`config.mk`:
```
export PLATFORM = sky130hd
export DESIGN_NAME = spi_frame_gen
export DESIGN_NICKNAME = d
export VERILOG_FILES = /design/src/rtl/spi_frame_gen.sv
export SDC_FILE = /design/constraint.sdc
export NUM_CORES = 1
export LEC_CHECK = 0
export BUFFER_PORTS_ARGS = -buffer_cell sky130_fd_sc_hd__buf_2
export CAP_MARGIN = 15
export CORE_ASPECT_RATIO = 1.5
export CORE_MARGIN = 10
export CORE_UTILIZATION = 35
export DETAILED_ROUTE_END_ITERATION = 8
export GPL_TIMING_DRIVEN = 0
export PLACE_DENSITY = 0.55
export SYNTH_ARGS = -nofsm -noshare
export SYNTH_HDL_FRONTEND = slang
export SYNTH_SLANG_ARGS = --single-unit
```
`constraint.sdc`:
```
create_clock -name MCLK -period 3.3 [get_ports MCLK]
set_input_delay 0.825 -clock MCLK [delete_from_list [all_inputs] [get_ports MCLK]]
set_output_delay 0.825 -clock MCLK [all_outputs]
set_load 0.02 [all_outputs]
```
`src/rtl/spi_frame_gen.sv`:
```
// spi_frame_gen: SPI ADC frame timing generator with free-run period counter and a one-deep start queue
module spi_frame_gen #(
  parameter int CLK_DIV      = 4,
  parameter int FRAME_BITS   = 16,
  parameter int FRAME_PERIOD = 208
) (
  input  logic MCLK,
  input  logic RST_N,
  input  logic EN,
  input  logic START,
  output logic CS_N,
  output logic SCLK,
  output logic BUSY,
  output logic FRAME_DONE
);
  localparam int PW = $clog2(FRAME_PERIOD + 1);
  localparam logic [7:0] DMAX = 8'(CLK_DIV - 1);
  localparam logic [6:0] BMAX = 7'(FRAME_BITS);
  localparam logic [PW-1:0] PMAX = PW'(FRAME_PERIOD - 1);
  typedef enum logic [2:0] {IDLE, SETUP, SHIFT, HOLD, QUIET} state_t;
  state_t r_state, w_state;
  logic [7:0] r_div, w_div;
  logic [6:0] r_bit, w_bit;
  logic [PW-1:0] r_pcnt;
  logic r_pend, r_pend_tick, w_tick, w_req, w_pend, w_start, w_sclk, w_busy;
  assign w_tick = EN && r_pcnt == '0;
  assign w_req = START || w_tick;
  // a queued tick is withdrawn once free-run is switched off; a queued START survives
  assign w_pend = r_pend && !(r_pend_tick && !EN);
  assign w_start = w_req || w_pend;
  assign w_busy = r_state != IDLE;
  always_comb begin
    w_state = r_state;
    w_div = r_div - 8'd1;
    w_bit = r_bit;
    w_sclk = SCLK;
    case (r_state)
      IDLE: begin
        w_div = DMAX;
        w_bit = '0;
        w_state = w_start ? SETUP : IDLE;
      end
      SETUP: if (r_div == '0) begin
        w_state = SHIFT;
        w_div = DMAX;
        w_sclk = 1'b0;
      end
      SHIFT: if (r_div == '0) begin
        w_div = DMAX;
        if (!SCLK) begin
          w_sclk = 1'b1;
          w_bit = r_bit + 7'd1;
        end else if (r_bit == BMAX) w_state = HOLD;
        else w_sclk = 1'b0;
      end
      HOLD: if (r_div == '0) begin
        w_state = QUIET;
        w_div = DMAX;
      end
      QUIET: if (r_div == '0) w_state = IDLE;
      default: w_state = IDLE;
    endcase
  end
  always_ff @(posedge MCLK) begin
    if (!RST_N) begin
      r_state <= IDLE;
      r_div <= '0;
      r_bit <= '0;
      r_pcnt <= '0;
      r_pend <= 1'b0;
      r_pend_tick <= 1'b0;
      CS_N <= 1'b1;
      SCLK <= 1'b1;
      BUSY <= 1'b0;
      FRAME_DONE <= 1'b0;
    end else begin
      r_state <= w_state;
      r_div <= w_div;
      r_bit <= w_bit;
      r_pcnt <= !EN ? '0 : (r_pcnt == PMAX ? '0 : r_pcnt + 1'b1);
      r_pend <= w_busy && (w_pend || w_req);
      r_pend_tick <= w_busy && (w_pend ? r_pend_tick : (w_tick && !START));
      CS_N <= !(w_state inside {SETUP, SHIFT, HOLD});
      SCLK <= w_sclk;
      BUSY <= w_state != IDLE;
      FRAME_DONE <= r_state == HOLD && w_state == QUIET;
    end
  end
endmodule

```
Yosys cells after proc, flatten, opt, wreduce, memory -nomap -nowiden
Index checks and enable logic that the tools add are counted.

storage, ports and cells
  flip-flop bits (word level) = 32
  input bits = 4
  output and inout bits = 4
  word-level logic and storage cells = 72

operators by class
  add/sub/neg operators = 3
  equality and inequality tests = 13
  mux-type cells = 19
  bitwise logic cells = 2
  reductions and logical operators = 25

operators with widths
  cell                                                                    count
  3-bit 2-to-1 mux                                                        6
  8-bit zero test                                                         2
  8-bit one-hot mux with 2 select lines                                   1
  3-bit one-hot mux with 5 select lines                                   1
  7-bit 2-to-1 mux                                                        2
  7-bit one-hot mux with 2 select lines                                   1
  3-bit by 2-bit equality test with 1-bit output (second input constant)  4
  3-bit nonzero test                                                      3
  8-bit by 1-bit adder with 8-bit output (second input constant)          1
  8-bit equality test (second input constant)                             1
  8-bit 2-to-1 mux                                                        1
  8-bit by 1-bit subtractor with 8-bit output (second input constant)     1
  7-bit by 1-bit adder with 7-bit output (second input constant)          1
  7-bit by 5-bit equality test with 1-bit output (second input constant)  1
  1-bit logical AND                                                       7
  3-bit by 1-bit equality test with 1-bit output (second input constant)  2
  3-bit equality test (second input constant)                             2
  1-bit 2-to-1 mux                                                        6
  2-bit inequality test (second input constant)                           3
  3-bit AND reduction                                                     2
  3-bit OR reduction                                                      2
  1-bit zero test                                                         4
  2-bit nonzero test                                                      2
  3-bit zero test                                                         1
  other kinds (3)                                                         5

Longest topological paths before layout
  depth after elaboration = 10
  mapped depth = 7
  mapped depth without buffers = 6

Worst setup path before layout
OpenSTA, ideal clock, no wires.

  kind = input-to-reg
  from = in EN
  to = reg BUSY
  setup time = 0.124 ns
  arrival time = 1.598 ns
  required time = 3.176 ns
  path slack = 1.578 ns
  cell stages on the path = 4
  path buffers = 0
  path through = nor4bb_1 -> a221oi_1 -> a21o_1 -> a21boi_0

on the way
  word-level cells in the longest chain between the ends = 8
  elaborated cells on any way between the ends = 10
  those cells by class = 2 x mux; 8 x reduce/logical

RTL lines
  element                                    RTL line  RTL
  start, declared                            9         input logic EN,
  1-bit zero test                            -
  1-bit logical AND                          29        assign w_pend = r_pend && !(r_pend_tick && !EN);
  1-bit zero test                            29
  1-bit logical AND                          29
  1-bit logical OR (*)                       30        assign w_start = w_req || w_pend;
  1-bit 2-to-1 mux (*)                       41        w_state = w_start ? SETUP : IDLE;
  3-bit one-hot mux with 5 select lines (*)  37        case (r_state)
  3-bit nonzero test (*)                     85        BUSY <= w_state != IDLE;
  end signal, assigned                       74        BUSY <= 1'b0;
  end signal, assigned                       85
  end, declared                              13        output logic BUSY,

Mark *: on every way between the ends. The rest lies on a longest branch, timed or not.
A chain may end at the register's enable or synchronous reset.

Final worst setup path
  from = reg r_div[0]
  to = reg r_div[7]

on the way
  word-level cells in the longest chain between the ends = 3
  elaborated cells on any way between the ends = 4
  those cells by class = 1 x add/sub; 2 x mux; 1 x reduce/logical

RTL lines
  element                                                                                RTL line    RTL
  start, declared                                                                        22          logic [7:0] r_div, w_div;
  start signal, assigned                                                                 78          r_div <= w_div;
  8-bit by 1-bit subtractor with 8-bit output / 8-bit zero test (equally long branches)  -
  8-bit 2-to-1 mux                                                                       43, 48, 56
  8-bit one-hot mux with 2 select lines (*)                                              37

Marks and branches as above.

==> impl_metrics.tcl <==
set metrics [dict create \
    outcome "complete, no violations" \
    synth_cells 170 \
    die_h_um 101 \
    hpwlAfterDp_mm 2.32 \
    synth_top_area_share_pct 41.8 \
    avgSynthCellArea_um2 9.02 \
    io-pin-count 8 \
    rows 29 \
    fin_skew_ns 0.00539 \
    seq_area_frac_synth_pct 41.8 \
    syn_area_um2 1530 \
    die_area_um2 7480 \
    async_reset_ff_share_pct 0 \
    ys_ff_latch 32 \
    cap_violations 0 \
    drt_wl_total_mm 2.99 \
    yosys-top-cells-count "32 x dfxtp_1, 20 x nor2_1, 14 x nand2_1, 10 x nand3_1, 8 x inv_1" \
    hold_depth 2 \
    cp.depth 6 \
    period_share_pct 61.9 \
    layout-drive-gt1-share_pct 13.5 \
    nFillCells 443 \
    cpLargestDelayFamily "compound AO/OA/AOI/OAI gates" \
    synth_edf_count 0 \
    cp_slowest_cell "o21ai_0" \
    grt_pass1_vias 1297 \
    synth_nets 179 \
    cp.arrival_ns 2.18 \
    slew_violations 0 \
    diodes 0 \
    yosysTopAreaCell "dfxtp_1" \
    cts-resized-gates 0 \
    coreArea_um2 4250 \
    drc 0 \
    grt_first_pass_wirelength_mm 5.24 \
    slowest_delay_ns 0.65 \
    cts_setup_buffers 0 \
    rsz0062_at_grt "false" \
    postCtsHoldBufs 0 \
    end_kind "flip-flop" \
    synth_warnings 0 \
    ir_drop_mv 0.399 \
    synth_flop_cell "dfxtp_1" \
    syn2layout_area_growth_pct 11.9 \
    min_period_ns 2.04 \
    final_cell_area_um2 1720 \
    wire_per_inst_um 12.9 \
    yosysMostFrequentCell "dfxtp_1" \
    startpoint_type "flip-flop" \
    critical_path.cell_chain "inv_1 -> ha_1 -> nor4b_4 -> nand2_1 -> o21ai_0 -> nor2_1" \
    critPathKind "reg -> reg" \
    cts_tree "built" \
    numPortBuffers 7 \
    synth.area.top_cells "dfxtp_1 42%, nor2_1 4.9%, ha_1 4.1%" \
    grt_max_degree 11 \
    dr.pass1.iters 4 \
    final-seq-area_um2 641 \
    max_slew_margin_pct 36.3 \
    hold_path.class "reg -> reg" \
    r2r_cells 6 \
    setup_viol 0 \
    tightest_slew_ns 0.948 \
    critPathRequiredTime_ns 3.44 \
    cts.sinks 32 \
    start_util_pct 36.1 \
    antenna_found_initial 0 \
    cts_made_buffers 5 \
    ant_nets 0 \
    clk_pin_slew_worst_paths_ns 0.06 \
    fin_nets 193 \
    multiInputGateArea_um2 827 \
    clock_latency_ns 0.28 \
    fp.dieW_um 74.0 \
    gpl.final_weighted_congestion 0.823 \
    placed_area_um2 1630 \
    tns_ns 0 \
    power.density_nw_per_um2 663 \
    clockBufferDepth 2 \
    hold_violations 0 \
    h-tree-depth 2 \
    cts_root_buf "clkbuf_8" \
    gr-total-overflow 0 \
    leakagePower_nw 0.630 \
    via_per_inst 5.38 \
    crit_buf_inv 1 \
    vias 1242 \
    ys_types 46 \
    first_iter_violations 25 \
    grtUsageTotal_pct 8.92 \
    max_freq_mhz 490 \
    whs_ns 0.469 \
    cp_max_fo 6 \
]
==> kinds of logic after synthesis <==
logic type,after synthesis,share of synthesized area [%]
xor gates and xnor gates,12,6.86
adders and majority gates,5,4.08
buffers and inverters,13,4.24
and+or+nand+nor,78,29.1
DFF,32,41.8
AOI/OAI and AO/OA,30,13.9
==> path summary, 6_finish.rpt <==
kind / start / to / slack (ns)
min: r_pend_tick / r_pend_tick / 0.47
max reg2reg: r_div[0] / r_div[7] / 1.26
min reg2reg: r_pend_tick / r_pend_tick / 0.47
max: r_div[0] / r_div[7] / 1.26
==> registers in the layout, summed over array words and instances, names as in the netlist <==
name,count
r_pend,1
FRAME_DONE,1
SCLK,1
r_bit,7
r_state,3
CS_N,1
r_pend_tick,1
BUSY,1
r_pcnt,8
r_div,8
==> tightest hold or removal path, delay by kind of cell, from the launching register on <==
family	cells	cell delay, ns
buffers and inverters	1	0.05
DFF	1	0.31
AOI/OAI and AO/OA	1	0.06
==> power by group <==
group / internal (mW) / switching [mW]
Combinational: 0.147 / 0.213
Clock: 0.170 / 0.135
Sequential: 0.434 / 0.0394
==> routing by layer <==
metal / global-route usage [%] / vias to the layer above / share of wire [%]
met5: 0 / - / 0
met4: 5.90 / 0 / 2.6
met3: 3.85 / 7 / 5.2
met2: 15.7 / 17 / 54
met1: 7.82 / 584 / 38
li1: - / 634 / -
==> layout by cell type, fill, tap and decap left out, types with 3 or more instances in the layout <==
cell type,netlist,final
xnor2_1,7,7
nor2_1,20,20
a21oi_1,5,5
nand2_1,14,14
a21boi_0,3,3
or4_1,3,3
buf_2,1,8
clkbuf_1,2,4
inv_1,8,8
nand3_1,10,10
dfxtp_1,32,32
ha_1,5,5
xor2_1,5,5
clkbuf_8,0,6
nand4_1,4,4
nand3b_1,4,4
o31ai_1,3,3
o21ai_0,4,4
or3_1,3,3
==> cell type report <==
cell class              instances  share of cell area [%]
well taps                      46                    3.36
plain buffers                   5                    2.04
multi-input cells             125                    48.2
repair buffers                  7                    2.04
inverters                       8                    1.75
flip-flops and latches         32                    37.3
clock buffers                   8                    5.25
==> through the flow <==
stage | util (%) | setup slack, ns | power (mW) | cells
2_1_floorplan | - | 1.58 | 0.759 | 170
3_3_place_gp | 38.3 | 1.29 | 0.829 | 223
3_5_place_dp | 38.3 | 1.25 | 0.844 | 223
4_1_cts | 40.4 | 1.24 | 1.15 | 231
5_1_grt | 40.4 | 1.13 | 1.22 | 231
6_report | 40.4 | 1.26 | 1.14 | 231
(Power assumes the default switching activity.)
